File: config.mk
export PLATFORM = sky130hd
export DESIGN_NAME = io_step_clock_controller
export DESIGN_NICKNAME = d
export VERILOG_FILES = /design/src/rtl/io_step_clock_controller.sv
export SDC_FILE = /design/constraint.sdc
export NUM_CORES = 1
export LEC_CHECK = 0
export ABC_AREA = 1
export BUFFER_PORTS_ARGS = -buffer_cell sky130_fd_sc_hd__buf_2
export CAP_MARGIN = 25
export CORE_MARGIN = 2
export CORE_UTILIZATION = 30
export DETAILED_ROUTE_END_ITERATION = 6
export RECOVER_POWER = 50
export SLEW_MARGIN = 5
export SYNTH_ARGS = -nofsm -noshare
export SYNTH_HDL_FRONTEND = slang
export SYNTH_SLANG_ARGS = --single-unit
File: constraint.sdc
create_clock -name clock -period 4.35 [get_ports clock]
set_input_delay 0.87 -clock clock [delete_from_list [all_inputs] [get_ports clock]]
set_output_delay 0.87 -clock clock [all_outputs]
set_load 0.03 [all_outputs]
File: src/rtl/io_step_clock_controller.sv
// Alternate CPU clock source used while the core executes IN, OUT, OUT2 or HLT.
// For the IO opcodes it emits one PULSE_CYCLES-wide high pulse per debounced
// operator confirm press. On HLT it holds the alternate clock low until reset.
// The FSM state is exposed on state_dbg with the encoding:
//   0 IDLE, 1 WAIT_PRESS, 2 PULSE, 3 WAIT_RELEASE, 4 HALTED.
module io_step_clock_controller #(
  parameter int DEBOUNCE_CYCLES = 50000,
  parameter int PULSE_CYCLES    = 4
) (
  input  logic       clock,
  input  logic       reset,
  input  logic [5:0] operation,
  input  logic       confirm_button,
  output logic       io_clock,
  output logic       waiting,
  output logic       halted,
  output logic [2:0] state_dbg
);

  localparam int DW = $clog2(DEBOUNCE_CYCLES) + 1;
  localparam int PW = $clog2(PULSE_CYCLES) + 1;

  localparam logic [DW-1:0] DB_LAST    = DW'(DEBOUNCE_CYCLES - 1);
  localparam logic [PW-1:0] PULSE_LOAD = PW'(PULSE_CYCLES - 1);

  localparam logic [5:0] OP_IN   = 6'b011101;
  localparam logic [5:0] OP_OUT  = 6'b011110;
  localparam logic [5:0] OP_OUT2 = 6'b100000;
  localparam logic [5:0] OP_HLT  = 6'b011100;

  typedef enum logic [2:0] {
    S_IDLE         = 3'd0,
    S_WAIT_PRESS   = 3'd1,
    S_PULSE        = 3'd2,
    S_WAIT_RELEASE = 3'd3,
    S_HALTED       = 3'd4
  } state_t;

  state_t state;
  state_t state_next;

  logic          sync1;
  logic          sync2;
  logic          btn_stable;
  logic [DW-1:0] db_cnt;
  logic          press;
  logic [PW-1:0] pulse_cnt;

  logic is_io;
  logic is_hlt;

  logic io_clock_d;
  logic waiting_d;
  logic halted_d;

  assign is_io  = (operation == OP_IN) || (operation == OP_OUT) || (operation == OP_OUT2);
  assign is_hlt = (operation == OP_HLT);

  assign state_dbg = state;

  // Two-flop synchronizer for the asynchronous push-button.
  always_ff @(posedge clock) begin
    if (reset) begin
      sync1 <= 1'b0;
      sync2 <= 1'b0;
    end else begin
      sync1 <= confirm_button;
      sync2 <= sync1;
    end
  end

  // Debounce: the stable level flips only after DEBOUNCE_CYCLES consecutive
  // disagreeing samples. press is registered on the same edge as the rising
  // flip, so the FSM sees it one edge after btn_stable is computed.
  always_ff @(posedge clock) begin
    if (reset) begin
      btn_stable <= 1'b0;
      db_cnt     <= '0;
      press      <= 1'b0;
    end else if (sync2 != btn_stable) begin
      if (db_cnt == DB_LAST) begin
        btn_stable <= sync2;
        db_cnt     <= '0;
        press      <= sync2;
      end else begin
        db_cnt <= db_cnt + DW'(1);
        press  <= 1'b0;
      end
    end else begin
      db_cnt <= '0;
      press  <= 1'b0;
    end
  end

  // FSM state register.
  always_ff @(posedge clock) begin
    if (reset) begin
      state <= S_IDLE;
    end else begin
      state <= state_next;
    end
  end

  // Pulse width counter: loaded on the accepting press, counts down in PULSE.
  always_ff @(posedge clock) begin
    if (reset) begin
      pulse_cnt <= '0;
    end else if ((state == S_WAIT_PRESS) && press) begin
      pulse_cnt <= PULSE_LOAD;
    end else if ((state == S_PULSE) && (pulse_cnt != '0)) begin
      pulse_cnt <= pulse_cnt - PW'(1);
    end
  end

  // Next-state logic. A press outside WAIT_PRESS is simply dropped.
  always_comb begin
    state_next = state;
    case (state)
      S_IDLE: begin
        if (is_io) begin
          state_next = S_WAIT_PRESS;
        end else if (is_hlt) begin
          state_next = S_HALTED;
        end
      end
      S_WAIT_PRESS: begin
        if (press) begin
          state_next = S_PULSE;
        end else if (!is_io) begin
          state_next = S_IDLE;
        end
      end
      S_PULSE: begin
        if (pulse_cnt == '0) begin
          state_next = S_WAIT_RELEASE;
        end
      end
      S_WAIT_RELEASE: begin
        if (!btn_stable) begin
          state_next = S_IDLE;
        end
      end
      S_HALTED: begin
        state_next = S_HALTED;
      end
      default: begin
        state_next = S_IDLE;
      end
    endcase
  end

  // Output decode from the upcoming state so the registered outputs change on
  // the same edge as the state itself.
  always_comb begin
    io_clock_d = 1'b0;
    waiting_d  = 1'b0;
    halted_d   = 1'b0;
    case (state_next)
      S_WAIT_PRESS: waiting_d  = 1'b1;
      S_PULSE:      io_clock_d = 1'b1;
      S_HALTED:     halted_d   = 1'b1;
      default: begin
        io_clock_d = 1'b0;
      end
    endcase
  end

  // Output registers; no input reaches an output without passing a flop.
  always_ff @(posedge clock) begin
    if (reset) begin
      io_clock <= 1'b0;
      waiting  <= 1'b0;
      halted   <= 1'b0;
    end else begin
      io_clock <= io_clock_d;
      waiting  <= waiting_d;
      halted   <= halted_d;
    end
  end

endmodule

* After elaboration in Yosys (flattened, before gate mapping)
Cells that the tools add are included.
Storage, ports and cells: flip-flop bits (word level) 30, bits of input ports 9, output and inout port bits 6, word-level logic and storage cells 52
Cells by class: add/sub/neg operators 2, equal/unequal tests 13, mux-type cells 12, bitwise operators 2, reductions and logical operators 12
Operators by type and width (number):
- $eq A6 B5 Y1 const B | 3
- $mux W3 | 6
- $add A17 B1 Y17 const B | 1
- $eq A17 B16 Y1 const B | 1
- $pmux W3 S5 | 1
- $eq A3 B2 Y1 const B | 3
- $eq A3 B1 Y1 const B | 2
- $eq A3 B3 Y1 const B | 2
- $eq A6 B6 Y1 const B | 1
- $logic_not A3 Y1 | 2
- $reduce_or A3 Y1 | 2
- $mux W2 | 2
- $mux W1 | 3
- $reduce_bool A3 Y1 | 1
- $sub A3 B1 Y3 const B | 1
- $logic_and A1 B1 Y1 | 2
- $logic_or A1 B1 Y1 | 2
- $not A1 Y1 | 2
- $reduce_and A2 Y1 | 1
- $reduce_bool A2 Y1 | 1
- $reduce_or A2 Y1 | 1
- $ne A1 B1 Y1 | 1

* Longest topological paths before layout
word-level depth 8, depth in mapped cells 8

* Worst setup path before layout
No wires, ideal clock.
path type input -> register, start point input reset, end point register db_cnt[9], data arrival time 1.364 ns, path slack 2.920 ns, stages 4, buffers on the path 1, cell sequence a21oi_1 > nand2_2 > buf_8 > a21oi_2
Between the ends: longest elaborated chain between the ends 1
Ends and longest elaborated chain:
- start, declared | RTL line 11 | input logic reset,
- $reduce_or A3 Y1 (no line)
- end signal, assigned | RTL line 86 | db_cnt <= db_cnt + DW'(1);
- end, declared | RTL line 45 | logic [DW-1:0] db_cnt;
No other way between the ends. A chain may end at the register's enable or synchronous reset.

* Worst setup path after layout
start point register db_cnt[0], end point register db_cnt[13]
Between the ends: longest elaborated chain between the ends 2, elaborated cells on any way between the ends 3
Ends and longest elaborated chain:
- branches (longest 2 deep; another with $add A17 B1 Y17)
Several ways; the timed one is not identified.

==> results by group <==
Run status
  • Status: finished clean

Synthesis
  • Number of synthesized flops with an enable pin: 0
  • Count of cell types in the netlist: 22
  • Prevailing post-synth register cell: dfxtp_1
  • Yosys Warn Count: 0
  • Synth top cells by count: 46 x nand2_1, 32 x nor2_1, 30 x dfxtp_1, 30 x inv_1, 11 x a21oi_1
  • Synth Area per Inst: approximately 7 sq um
  • Cell with the most instances after synthesis: nand2_1
  • Synth area leader: dfxtp_1
  • Net Count, Synth: roughly 220
  • Synth top area share: just over 40%
  • Synthesis-stage register bit count: 30
  • Top post-synthesis cells by area: dfxtp_1 41%, nand2_1 12%, nor2_1 8.2%
  • Fraction of registers with async set/reset: 0%
  • Synth Cell Area: between 0.001 and 0.0015 sq mm
  • Seq/Total Area, Yosys: between 40% and 50%
  • Mapped Cells: 207

Final layout
  • Non-filler cells, final: a little under 300
  • # fillers: 513
  • Diodes inserted: 0
  • Register area: around 600 sq um
  • Fin nets: between 200 and 250
  • Multi-input gate area: around 710 sq um
  • Area Overhead vs Synth: 13.7%
  • Share of cells above drive strength 1: 13.2%

Worst setup path
  • FF-to-FF End: db_cnt[13]
  • Crit Path Class: flop to flop
  • Required @ worst endpoint: ~4500 ps
  • CP Capture Type: flop
  • Critical path fanouts, max: 17
  • R2R Setup Slk: roughly 2300 ps
  • Depth of the most critical reg-to-reg path: 6
  • Worst endpoint data arrival time: roughly 2200 ps
  • Setup crit start kind: flop
  • RR Startpoint: db_cnt[0]

Clock network
  • Hold-fix buffers at CTS: 0
  • Root Buffer Master: clkbuf_8
  • Clock Pin Slew Worst Setup and Hold Paths: roughly 60 ps
  • Worst-Skew Late Latency: ~280 ps
  • Post-cts sizing count: 0
  • CTS tree: yes
  • Post-CTS setup buffer count: 0
  • CTS HTree Levels: 2
  • CTS max path bufs: 2
  • CTS Buf Count: 5
  • Sink Count: 30

Placed design
  • RePlAce Congestion: between 0.7 and 0.8
  • DP HPWL: roughly 2000 um
  • Placement-stage worst setup slack: approximately 2500 ps
  • Placed Cells: roughly 290
  • Port Buffers: 14

Floorplanning
  • Die H: approximately 74 um
  • Starting density of the core: between 30% and 40%
  • Die span in x: 73.9 um
  • Io pins: 15
  • Row count: 25
  • Core Box Area: between 0.004 and 0.005 sq mm
  • Die area: between 0.005 and 0.006 sq mm

Global route
  • Global route hottest layer: met2
  • Largest net degree at the start of global routing: 18
  • GRT Residual Overflow: 0
  • GR Layer Usage met1: 14.7%
  • M3 GR Usage: between 3 and 4%
  • Tot GR Track Use: about an eighth
  • Initial antenna violation count: 0
  • First-pass GRT wire length: 5020 um
  • Grt met2 use: 18.6%
  • Vias in the first global route: approximately 1200

Timing
  • Worst Max-Slew Pin Slew: around 770 ps
  • Maximum clock rate: 495 MHz
  • Hold Fails Final Rpt: 0
  • Worst hold slack: 407 ps
  • Part of the cycle the worst path needs: between 40 and 50%
  • Total Negative Setup Slacks: 0 ps
  • RSZ-0062 raised after global routing: false
  • Worst Skew: ~6.3 ps
  • Crit path time final: about 2000 ps
  • Slew Viols, Final: 0
  • Relative slew slack: between 40% and 50%
  • Crit path setup slack, layout: 2330 ps
  • Setup-failing EPs final: 0

Power
  • Pwr Total: between 500 and 600 uW
  • Pwr Density: between 300 and 400 mW/mm^2
  • Leak Pwr: around 0.6 nW
  • Worst vdd ir: ~0.17 mV

Worst hold path
  • HP Class: flop to flop
  • Hold depth: 2
  • Hold Path Sink: sync2
  • Min-delay src: sync1

Detailed routing
  • Routed Antenna Nets: 0
  • Via count: ~1300
  • Drt drc: 0
  • Number of detailed-route iterations in the first pass: 5
  • Post-Route WL: approximately 2600 um
  • Routed wire per std cell: between 9 and 10 um
  • DR iter-0 viols: between 50 and 60
  • Vias per inst: ~4.3

Run
  • Number of max-cap violations: 0
-- logic make-up after synthesis --
family | after synthesis | synth area share, %
xor gates and xnor gates | 6 | 3.58
and+or+nand+nor | 117 | 36.3
adders and majority gates | 3 | 2.56
AOI/OAI and AO/OA | 19 | 7.59
DFF | 30 | 41.0
buffers and inverters | 32 | 8.96
-- power breakdown --
part | internal, mW | total, mW | switching [mW]
combinational | 0.00525 | 0.0145 | 0.00930
sequential | 0.276 | 0.277 | 0.00101
clock | 0.127 | 0.228 | 0.101
-- placed cells by master, fill, tap and decap left out, drive strengths merged --
cell,Yosys,layout
a211oi,2,2
a21oi,14,14
buf,2,10
clkbuf,0,11
clkinv,0,1
dfxtp,30,30
ha,3,3
inv,30,30
nand2,48,48
nand3,10,10
nand3b,2,2
nand4,6,6
nor2,41,41
nor3,7,7
o21ai,3,3
or2,3,3
xor2,6,6
-- registers in the layout, summed over array words and instances (netlist names) --
register / flops
sync1: 1
state_dbg: 3
db_cnt: 17
waiting: 1
press: 1
btn_stable: 1
io_clock: 1
halted: 1
sync2: 1
pulse_cnt: 3
-- routing by layer --
metal | up-vias | share of wire (%)
li1 | 688 | -
met1 | 535 | 48
met2 | 24 | 44
met3 | 8 | 5.2
met4 | 0 | 2.9
met5 | - | 0
-- critical path: stages (launching register included) --
cell     delay [ps]
dfxtp_1         400
ha_1            240
nand3_1         180
nor2_1          210
nand3_1         150
nand2_1         600
a21oi_1          80
-- per-stage QoR --
step                      utilization [%]  instance area (sq um)
after floorplan                         -                   1470
after global placement               33.9                   1600
after detailed placement             33.9                   1600
after CTS                            35.8                   1690
after global routing                 35.3                   1670
final                                35.3                   1670
-- worst max-delay path by stage --
stage,start,end,depth (start not counted)
final,db_cnt[0],db_cnt[13],6
after global routing,db_cnt[0],db_cnt[2],6
after CTS,state_dbg[0],state_dbg[0],1
after detailed placement,reset,db_cnt[2],4
after global placement,reset,db_cnt[2],4
after floorplan,reset,db_cnt[9],4
-- final cells by class --
| cell class | instances | area share [%] |
|---|---|---|
| Sequential cell | 30 | 36.0 |
| Inverter | 30 | 6.75 |
| Clock inverter | 1 | 0.300 |
| Clock buffer | 7 | 5.18 |
| Timing Repair Buffer | 14 | 3.90 |
| Multi-Input combinational cell | 145 | 42.8 |
| Tap cell | 67 | 5.03 |
No activity file was read; power rests on OpenSTA's default activity.
